$ cat src/rtl/rram_op_counter_if.sv
// rram_op_counter_if: command and array-side signals of the RRAM operation
// sequencer. The master (command decoder) issues operations; the slave
// (rram_op_counter) returns status, addresses and array strobes.
interface rram_op_counter_if #(
  parameter int ADDR_W = 5
);
  // Command side
  logic              en;
  logic              start;
  logic [1:0]        mode;
  logic [ADDR_W-1:0] base_add;
  logic [ADDR_W:0]   len;
  logic              abort;
  logic              verify_ok;

  // Status side
  logic              busy;
  logic              done;
  logic              fail;

  // Array / cache side
  logic [ADDR_W-1:0] cache_add;
  logic [ADDR_W-1:0] register_add;
  logic              WE_L;
  logic              RE_L;
  logic              cache_count_flag;
  logic              write_count_flag;
  logic              forming_count_flag;
  logic              read_count_flag;

  modport master (
    output en, start, mode, base_add, len, abort, verify_ok,
    input  busy, done, fail, cache_add, register_add, WE_L, RE_L,
           cache_count_flag, write_count_flag, forming_count_flag, read_count_flag
  );

  modport slave (
    input  en, start, mode, base_add, len, abort, verify_ok,
    output busy, done, fail, cache_add, register_add, WE_L, RE_L,
           cache_count_flag, write_count_flag, forming_count_flag, read_count_flag
  );
endinterface

$ cat src/rtl/rram_op_counter.sv
// rram_op_counter: address and strobe sequencer for RRAM macro operations
// (cache load, cache-to-array write, forming, array read). Each word is one
// PULSE phase followed by one STEP phase that advances the addresses.
// Optional read-back verify with retries is compiled in by defining the
// macro VERIFY_EN; without it verify_ok is ignored and fail stays 0.
module rram_op_counter #(
  parameter int ADDR_W     = 5,
  parameter int PULSE_CYC  = 4,
  parameter int VERIFY_MAX = 3
) (
  input  logic             clk,
  input  logic             rst_n,
  rram_op_counter_if.slave bus
);

  localparam int              PW    = $clog2(PULSE_CYC + 2);
  localparam logic [ADDR_W:0] DEPTH = {1'b1, {ADDR_W{1'b0}}};
  localparam logic [ADDR_W:0] ONE_R = {{ADDR_W{1'b0}}, 1'b1};

  localparam logic [1:0] M_CACHE = 2'b00;
  localparam logic [1:0] M_WRITE = 2'b01;
  localparam logic [1:0] M_FORM  = 2'b10;
  localparam logic [1:0] M_READ  = 2'b11;

`ifdef VERIFY_EN
  localparam int RW = $clog2(VERIFY_MAX + 1);
`endif

  typedef enum logic [2:0] {
    S_IDLE   = 3'd0,
    S_SETUP  = 3'd1,
    S_PULSE  = 3'd2,
    S_STEP   = 3'd3,
    S_DONE   = 3'd4
`ifdef VERIFY_EN
    , S_VERIFY = 3'd5
`endif
  } state_e;

  state_e            state_q;
  logic [1:0]        mode_q;
  logic [ADDR_W:0]   remaining_q;
  logic [PW-1:0]     pulse_cnt_q;
  logic [ADDR_W-1:0] cache_add_q;
  logic [ADDR_W-1:0] register_add_q;
  logic              busy_q;
  logic              done_q;
  logic [3:0]        flags_q;
  logic              we_l_q;
  logic              re_l_q;
`ifdef VERIFY_EN
  logic [RW-1:0]     retry_q;
  logic              fail_q;
`endif

  logic              pulse_we;
  logic              pulse_re;
  logic [PW-1:0]     pulse_len;
  logic              pulse_last;
  logic [ADDR_W:0]   len_clamped;

  // Per-mode pulse shape: which strobe is driven and for how many cycles.
  always_comb begin
    // NOTE: every signal assigned in a combinational block gets a default
    // first, otherwise unlisted paths would infer a latch.
    pulse_we  = 1'b0;
    pulse_re  = 1'b0;
    pulse_len = PW'(1);
    unique case (mode_q)
      M_WRITE, M_FORM: begin
        pulse_we  = 1'b1;
        pulse_len = PW'(PULSE_CYC);
      end
      M_READ:  pulse_re = 1'b1;
      default: ;
    endcase
  end

  assign pulse_last  = (pulse_cnt_q == (pulse_len - PW'(1)));
  assign len_clamped = (bus.len > DEPTH) ? DEPTH : bus.len;

  // Sequencer: state, word/pulse counters, addresses, strobes and status.
  always_ff @(posedge clk or negedge rst_n) begin
    if (!rst_n) begin
      state_q        <= S_IDLE;
      mode_q         <= M_CACHE;
      remaining_q    <= '0;
      pulse_cnt_q    <= '0;
      cache_add_q    <= '0;
      register_add_q <= '0;
      busy_q         <= 1'b0;
      done_q         <= 1'b0;
      flags_q        <= '0;
      we_l_q         <= 1'b1;
      re_l_q         <= 1'b1;
`ifdef VERIFY_EN
      retry_q        <= '0;
      fail_q         <= 1'b0;
`endif
    end else if (bus.abort && (state_q != S_IDLE)) begin
      // NOTE: non-blocking assignments throughout, so every branch reads the
      // pre-edge register values regardless of statement order.
      state_q <= S_IDLE;
      busy_q  <= 1'b0;
      done_q  <= 1'b0;
      flags_q <= '0;
      we_l_q  <= 1'b1;
      re_l_q  <= 1'b1;
    end else if (bus.en) begin
      done_q <= 1'b0;
      unique case (state_q)
        S_IDLE: begin
          if (bus.start) begin
            state_q        <= S_SETUP;
            mode_q         <= bus.mode;
            remaining_q    <= len_clamped;
            cache_add_q    <= '0;
            register_add_q <= bus.base_add;
            busy_q         <= 1'b1;
            flags_q        <= 4'b0001 << bus.mode;
`ifdef VERIFY_EN
            retry_q        <= '0;
            fail_q         <= 1'b0;
`endif
          end
        end

        S_SETUP: begin
          if (remaining_q == '0) begin
            state_q <= S_DONE;
            done_q  <= 1'b1;
            busy_q  <= 1'b0;
            flags_q <= '0;
          end else begin
            state_q     <= S_PULSE;
            pulse_cnt_q <= '0;
            we_l_q      <= ~pulse_we;
            re_l_q      <= ~pulse_re;
          end
        end

        S_PULSE: begin
          if (pulse_last) begin
            pulse_cnt_q <= '0;
            we_l_q      <= 1'b1;
            re_l_q      <= 1'b1;
            state_q     <= S_STEP;
`ifdef VERIFY_EN
            // Write and forming words are read back before advancing.
            if (pulse_we) begin
              state_q <= S_VERIFY;
              re_l_q  <= 1'b0;
            end
`endif
          end else begin
            pulse_cnt_q <= pulse_cnt_q + PW'(1);
          end
        end

        S_STEP: begin
          cache_add_q    <= cache_add_q + ADDR_W'(1);
          register_add_q <= register_add_q + ADDR_W'(1);
          remaining_q    <= remaining_q - ONE_R;
`ifdef VERIFY_EN
          retry_q        <= '0;
`endif
          if (remaining_q == ONE_R) begin
            state_q <= S_DONE;
            done_q  <= 1'b1;
            busy_q  <= 1'b0;
            flags_q <= '0;
          end else begin
            state_q     <= S_PULSE;
            pulse_cnt_q <= '0;
            we_l_q      <= ~pulse_we;
            re_l_q      <= ~pulse_re;
          end
        end

`ifdef VERIFY_EN
        // Cycle 1 strobes RE_L, cycle 2 samples the compare result.
        S_VERIFY: begin
          if (pulse_cnt_q == '0) begin
            re_l_q      <= 1'b1;
            pulse_cnt_q <= PW'(1);
          end else begin
            pulse_cnt_q <= '0;
            if (bus.verify_ok) begin
              state_q <= S_STEP;
            end else if (retry_q == RW'(VERIFY_MAX)) begin
              state_q <= S_DONE;
              fail_q  <= 1'b1;
              done_q  <= 1'b1;
              busy_q  <= 1'b0;
              flags_q <= '0;
            end else begin
              retry_q <= retry_q + RW'(1);
              state_q <= S_PULSE;
              we_l_q  <= 1'b0;
            end
          end
        end
`endif

        S_DONE:  state_q <= S_IDLE;
        default: state_q <= S_IDLE;
      endcase
    end
  end

  // Strobes are gated by en so a freeze releases the array immediately while
  // the pulse timer holds; the pulse resumes when en returns.
  assign bus.WE_L = we_l_q | ~bus.en;
  assign bus.RE_L = re_l_q | ~bus.en;

  assign bus.busy               = busy_q;
  assign bus.done               = done_q;
  assign bus.cache_add          = cache_add_q;
  assign bus.register_add       = register_add_q;
  assign bus.cache_count_flag   = flags_q[0];
  assign bus.write_count_flag   = flags_q[1];
  assign bus.forming_count_flag = flags_q[2];
  assign bus.read_count_flag    = flags_q[3];

`ifdef VERIFY_EN
  assign bus.fail = fail_q;
`else
  // Without read-back verify the compare input has no consumer.
  logic unused_verify;
  assign unused_verify = bus.verify_ok ^ (VERIFY_MAX == 0);
  assign bus.fail      = 1'b0;
`endif

endmodule

$ cat src/flat_wrapper.sv
// flat-port wrapper written by rule: the top's interface ports become plain ports
module rram_op_counter_flat 
#(
  parameter int ADDR_W     = 5,
  parameter int PULSE_CYC  = 4,
  parameter int VERIFY_MAX = 3
)
  (clk, rst_n, bus_en, bus_start, bus_mode, bus_base_add, bus_len, bus_abort, bus_verify_ok, bus_busy, bus_done, bus_fail, bus_cache_add, bus_register_add, bus_WE_L, bus_RE_L, bus_cache_count_flag, bus_write_count_flag, bus_forming_count_flag, bus_read_count_flag);
  rram_op_counter_if #(.ADDR_W(ADDR_W)) bus_i ();
  input  logic clk;
  input  logic rst_n;
  input wire logic [$bits(bus_i.en)-1:0] bus_en;
  input wire logic [$bits(bus_i.start)-1:0] bus_start;
  input wire logic [$bits(bus_i.mode)-1:0] bus_mode;
  input wire logic [$bits(bus_i.base_add)-1:0] bus_base_add;
  input wire logic [$bits(bus_i.len)-1:0] bus_len;
  input wire logic [$bits(bus_i.abort)-1:0] bus_abort;
  input wire logic [$bits(bus_i.verify_ok)-1:0] bus_verify_ok;
  output wire logic [$bits(bus_i.busy)-1:0] bus_busy;
  output wire logic [$bits(bus_i.done)-1:0] bus_done;
  output wire logic [$bits(bus_i.fail)-1:0] bus_fail;
  output wire logic [$bits(bus_i.cache_add)-1:0] bus_cache_add;
  output wire logic [$bits(bus_i.register_add)-1:0] bus_register_add;
  output wire logic [$bits(bus_i.WE_L)-1:0] bus_WE_L;
  output wire logic [$bits(bus_i.RE_L)-1:0] bus_RE_L;
  output wire logic [$bits(bus_i.cache_count_flag)-1:0] bus_cache_count_flag;
  output wire logic [$bits(bus_i.write_count_flag)-1:0] bus_write_count_flag;
  output wire logic [$bits(bus_i.forming_count_flag)-1:0] bus_forming_count_flag;
  output wire logic [$bits(bus_i.read_count_flag)-1:0] bus_read_count_flag;
  assign bus_i.en = bus_en;
  assign bus_i.start = bus_start;
  assign bus_i.mode = bus_mode;
  assign bus_i.base_add = bus_base_add;
  assign bus_i.len = bus_len;
  assign bus_i.abort = bus_abort;
  assign bus_i.verify_ok = bus_verify_ok;
  assign bus_busy = bus_i.busy;
  assign bus_done = bus_i.done;
  assign bus_fail = bus_i.fail;
  assign bus_cache_add = bus_i.cache_add;
  assign bus_register_add = bus_i.register_add;
  assign bus_WE_L = bus_i.WE_L;
  assign bus_RE_L = bus_i.RE_L;
  assign bus_cache_count_flag = bus_i.cache_count_flag;
  assign bus_write_count_flag = bus_i.write_count_flag;
  assign bus_forming_count_flag = bus_i.forming_count_flag;
  assign bus_read_count_flag = bus_i.read_count_flag;
  rram_op_counter #(.ADDR_W(ADDR_W), .PULSE_CYC(PULSE_CYC), .VERIFY_MAX(VERIFY_MAX)) u_core (.clk(clk), .rst_n(rst_n), .bus(bus_i));
endmodule
$ cat config.mk
export PLATFORM = sky130hd
export DESIGN_NAME = rram_op_counter_flat
export DESIGN_NICKNAME = d
export VERILOG_FILES = /design/src/rtl/rram_op_counter_if.sv /design/src/rtl/rram_op_counter.sv /design/src/flat_wrapper.sv
export SDC_FILE = /design/constraint.sdc
export NUM_CORES = 1
export LEC_CHECK = 0
export BUFFER_PORTS_ARGS = -buffer_cell sky130_fd_sc_hd__buf_2
export CORE_MARGIN = 4
export CORE_UTILIZATION = 50
export DETAILED_ROUTE_END_ITERATION = 8
export GPL_ROUTABILITY_DRIVEN = 0
export GPL_TIMING_DRIVEN = 0
export PLACE_DENSITY = 0.74
export SKIP_LAST_GASP = 1
export SYNTH_ARGS = -nofsm -noshare
export SYNTH_HDL_FRONTEND = slang
export SYNTH_SLANG_ARGS = --single-unit
$ cat constraint.sdc
create_clock -name clk -period 2.8 [get_ports clk]
set_clock_uncertainty 0.2 [all_clocks]
set_input_delay 0.28 -clock clk [delete_from_list [all_inputs] [get_ports clk]]
set_output_delay 0.28 -clock clk [all_outputs]
set_load 0.03 [all_outputs]
## Word level (Yosys, flattened, before mapping)

Cells that the tools add are included.

| operators by class | value |
|---|---|
| eq/ne operators | 17 |
| add/subtract/negate cells | 5 |
| multiplexer cells | 49 |
| shifts and indexed selects | 1 |
| order comparisons | 1 |
| reduce and logical (&&, ||, !) cells | 16 |
| bitwise operators | 6 |

Operator list:

| cell | number |
|---|---|
| 3-bit two-way mux | 10 |
| 1-bit two-way mux | 20 |
| 4-bit two-way mux | 5 |
| 5-bit case mux with 2 select lines | 2 |
| 5-bit AND reduction | 3 |
| 6-bit two-way mux | 2 |
| 3-bit case mux with 4 select lines | 1 |
| 4-bit case mux with 3 select lines | 1 |
| 6-bit case mux with 2 select lines | 1 |
| 5-bit by 1-bit adder with 5-bit output, second input constant | 2 |
| 5-bit two-way mux | 2 |
| 3-bit by 1-bit inequality test with 1-bit output, second input constant | 3 |
| 3-bit by 2-bit inequality test with 1-bit output, second input constant | 3 |
| 1-bit case mux with 3 select lines | 3 |
| 3-bit case mux with 3 select lines | 1 |
| 4-bit AND reduction | 2 |
| 4-bit nonzero test | 2 |
| 3-bit by 2-bit == test with 1-bit output, second input constant | 2 |
| 6-bit by 1-bit == test with 1-bit output, second input constant | 1 |
| 6-bit greater-than comparator, second input constant | 1 |
| 6-bit zero test | 1 |
| 2-bit inequality test, second input constant | 3 |
| 3-bit nonzero test | 2 |
| 6-bit by 1-bit subtractor with 6-bit output, second input constant | 1 |
| 15 further kinds | 21 |

| word-level totals | value |
|---|---|
| bits of input ports | 19 |
| output and inout port bits | 19 |
| register bits after elaboration | 32 |
| logic and storage cells | 106 |

## Longest topological paths before layout

| logic depth | value |
|---|---|
| depth after elaboration | 9 |
| gate-level depth with buffers | 6 |
| gate-level depth less buffers | 6 |

## Worst setup path after synthesis

No wires, ideal clock.

| timing | value |
|---|---|
| path kind | reg2reg |
| start point | reg u_core.remaining_q[3] |
| end point | reg u_core.flags_q[0] |
| clock period less this slack | 2.211 ns |
| library setup time | 0.128 ns |
| buffers on the path | 0 |
| cell stages (with the launch flop) | 5 |
| required time | 2.472 ns |
| slack | 0.589 ns |
| arrival | 1.884 ns |
| cells stage by stage | dfrtp_1 -> or4_4 -> a221oi_4 -> a2bb2oi_2 -> mux2_1 |

| on the way | value |
|---|---|
| longest elaborated chain between the ends | 3 |
| elaborated cells between the ends (all ways) | 5 |
| those cells by class | eq/ne: 3; reduce/logical: 2 |

RTL lines:

| what | line | text |
|---|---|---|
| from (decl) | rram_op_counter.sv:42 | `logic [ADDR_W:0] remaining_q;` |
| from (signal assigned) | rram_op_counter.sv:116 | `remaining_q <= len_clamped;` |
| from (signal assigned) | rram_op_counter.sv:163 | `remaining_q <= remaining_q - ONE_R;` |
| 6-bit by 1-bit == test with 1-bit output or 6-bit zero test (tied branches) | rram_op_counter.sv:167, rram_op_counter.sv:129 |  |
| 3-bit by 1-bit inequality test with 1-bit output (no source line) | -- |  |
| 5-bit AND reduction (no source line) * | -- |  |
| to (signal assigned) | rram_op_counter.sv:120 | `flags_q <= 4'b0001 << bus.mode;` |
| to (decl) | rram_op_counter.sv:48 | `logic [3:0] flags_q;` |

Every way passes the cells marked *; elsewhere a longest branch is shown, timed or not.
A chain may end at the register's enable or synchronous reset.

## Final worst setup path

Ends and elaborated chain as after synthesis.

==> qor.yml <==
run_status:
  status: "finished clean"
clock_tree:
  post_cts_buffers: 0
  clock-sinks: 32
  cts_hold_buffers: 1
  clock_latency_ns: 0.29
  path_clk_slew_ns: 0.07
  cts_resized: 0
  cts_inserted_buffers: 5
  htree_levels: 2
  clk_path_buf_depth: 2
  cts_tree: "yes"
  root_buffer: "clkbuf_8"
synthesis:
  synth_warnings: 0
  synthFlopType: "dfrtp_1"
  ys_async_sr_fraction_pct: 100
  synth_edf_count: 0
  synth_cells: 197
  seq_area_frac_synth_pct: 42.9
  synth.distinct_cells: 50
  syn_avg_cell_area_um2: 9.51
  synth-seq-cells: 32
  synth_nets: 222
  syn_area_um2: 1870
global_routing:
  grt_pass1_vias: 1490
  antenna_found_initial: 0
  grt_pass1_wl_um: 7110
  track_usage_pct: 18.1
  grt_start_max_net_pins: 33
  overflow: 0
finish:
  nFillCells: 315
  final_nets: 265
  diodes: 0
  syn2layout_area_growth_pct: 18.9
  drive_gt1_share_pct: 26.1
  multi_input_area_um2: 983
  final-seq-area_um2: 803
route:
  wl_um: 4030
  drc_errors: 0
  ant_nets: 0
  firstDrtPassIters: 4
  num_vias: 1613
  vias_per_cell: 5.62
  drtIter0Drc: 96
  wl_per_cell_um: 14.0
placed_design:
  io_buffers: 35
  preCtsSetupSlack_ns: 0.413
  dp_hpwl_um: 2960
timing:
  drv_slew: 0
  fin_ws_ns: 0.380
  rsz0062_at_grt: "no"
  worst_pin_slew_ns: 0.700
  slew-limit-headroom_pct: 53.3
  min_period_ns: 2.42
  tns_ns: 0
  setup-violations-final: 0
  min_period_over_period_pct: 86.4
  max_freq_ghz: 0.413
  final_hold_viol_count: 0
worst_setup_path:
  start_kind: "flip-flop"
  worst_ep_arrival_time_ns: 2.39
  path_max_fanout: 5
  setup.worst_path.end_class: "flip-flop"
  worst_ep_required_time_ns: 2.77
  crit_type: "flip-flop to flip-flop"
floorplanning:
  pin_count: 38
  die_width_um: 69.2
  start_util_pct: 54.0
  dieArea_um2: 4790
  rows: 21
  coreArea_um2: 3470
  die-height_um: 69.2
power_and_ir_drop:
  power_leakage_nw: 1.05
  power_density_nw_per_um2: 1060
  power_mw: 2.37
  vdd_drop_max_uv: 466
flow_run:
  cap_violations: 0
worst_hold_path:
  hold_path_class: "input pin to flip-flop"
## critical path, cell delays in order, from the launching register on
cell and delay, ns:
dfrtp_1 0.43, or4_4 0.58, a221oi_4 0.40, a2bb2oi_2 0.32, mux2_1 0.36
## worst paths after layout
kind	from	endpoint	slack, ns	cells after the start
worst min register to register	u_core.flags_q[1]$_DFFE_PN0P_	u_core.flags_q[1]$_DFFE_PN0P_	0.29	1
max in group asynchronous	rst_n	u_core.bus.cache_add[1]$_DFFE_PN0P_	1.58	2
min in group asynchronous	rst_n	u_core.bus.register_add[2]$_DFFE_PN0P_	0.37	2
worst max register to register	u_core.remaining_q[3]$_DFFE_PN0P_	u_core.flags_q[0]$_DFFE_PN0P_	0.38	4
worst min-delay path	bus_base_add[1]	u_core.bus.register_add[1]$_DFFE_PN0P_	0.05	3
worst max-delay path	u_core.remaining_q[3]$_DFFE_PN0P_	u_core.flags_q[0]$_DFFE_PN0P_	0.38	4
## synth_stat cells (2+ instances only)
cell      instances  share of area [%]
and3b_1           2               0.94
nor4_1            2               0.67
clkbuf_1          7                1.4
mux2i_1           3                1.6
buf_4             3                1.2
o21a_1            3                1.2
dfstp_2           2                2.8
ha_1              6                4.0
nor3b_1           6                2.4
nand3_1           6                1.6
mux2_1            3                1.8
or2_2             2               0.67
o21ai_0          18                4.8
a22o_1            2               0.94
nand2b_1          3                1.0
a211o_1           2               0.94
nor3_1            9                2.4
and2_1            3                1.0
a31oi_1           5                1.7
a21oi_1           9                2.4
nor2b_1           2               0.67
nand2_1          14                2.8
dfrtp_1          30                 40
nor2_1           15                3.0
mux2_2            8                4.8
inv_1             8                1.6
## cells by family after synthesis
kind of cell             count (synthesis)  share of synthesized area, %
AO/OA/AOI/OAI                           52                          18.9
adder cells (fa/ha/maj)                  6                          4.01
buffers and inverters                   19                          4.61
flip-flops                              32                          42.9
multiplexers                            14                          8.22
other                                    1                         0.200
AND/OR/NAND/NOR                         73                          21.2
## power by group
group          leakage (nW)  switching, mW  internal, mW
Combinational         0.589          0.679         0.462
Sequential            0.410          0.142         0.640
Clock                0.0541          0.182         0.263
## stage by stage
stage	area [µm²]	utilization, %	hold slack (ns)	std cells
5_1_grt	2230	64.2	0.0486	287
6_report	2230	64.2	0.0516	287
3_3_place_gp	2110	60.7	0.172	278
2_1_floorplan	1870	-	-0.216	197
4_1_cts	2230	64.2	0.0482	287
3_5_place_dp	2110	60.7	0.177	278
## sequential cells by signal, summed over array words and instances, names as in the netlist, 2 cells and up
name / count
u_core.mode_q: 2
u_core.flags_q: 4
u_core.remaining_q: 6
u_core.pulse_cnt_q: 3
u_core.bus.cache_add: 5
u_core.bus.register_add: 5
u_core.state_q: 3
## area by class of cell
| class | instances | area share, % |
|---|---|---|
| Clock inverter | 3 | 1.91 |
| Clock buffer | 5 | 3.09 |
| Buffer | 11 | 2.53 |
| Inverter | 8 | 1.35 |
| Multi-Input combinational cell | 146 | 44.2 |
| Tap cell | 46 | 2.58 |
| Sequential cell | 32 | 36.1 |
| Timing Repair Buffer | 36 | 8.31 |
## layer usage
layer	share of wire, %	wire [µm]	vias up	GRT usage (%)
met5	0	0	-	0
li1	-	-	798	-
met2	45	1800	37	27.1
met1	49	1980	772	25.3
met4	1.3	52	0	5.86
met3	4.8	194	6	5.07
## cell usage in the layout, fill, tap and decap left out, types with 5 or more instances in the layout
| cell | n |
|---|---|
| a21oi_1 | 9 |
| nor2_1 | 15 |
| buf_2 | 35 |
| clkbuf_1 | 7 |
| clkbuf_8 | 5 |
| nand2_1 | 14 |
| ha_1 | 6 |
| nor3b_1 | 6 |
| nor3_1 | 9 |
| o21ai_0 | 18 |
| nand3_1 | 6 |
| mux2_2 | 8 |
| a31oi_1 | 5 |
| dfrtp_1 | 30 |
| inv_1 | 8 |
Power figures use the tool's default switching activity.
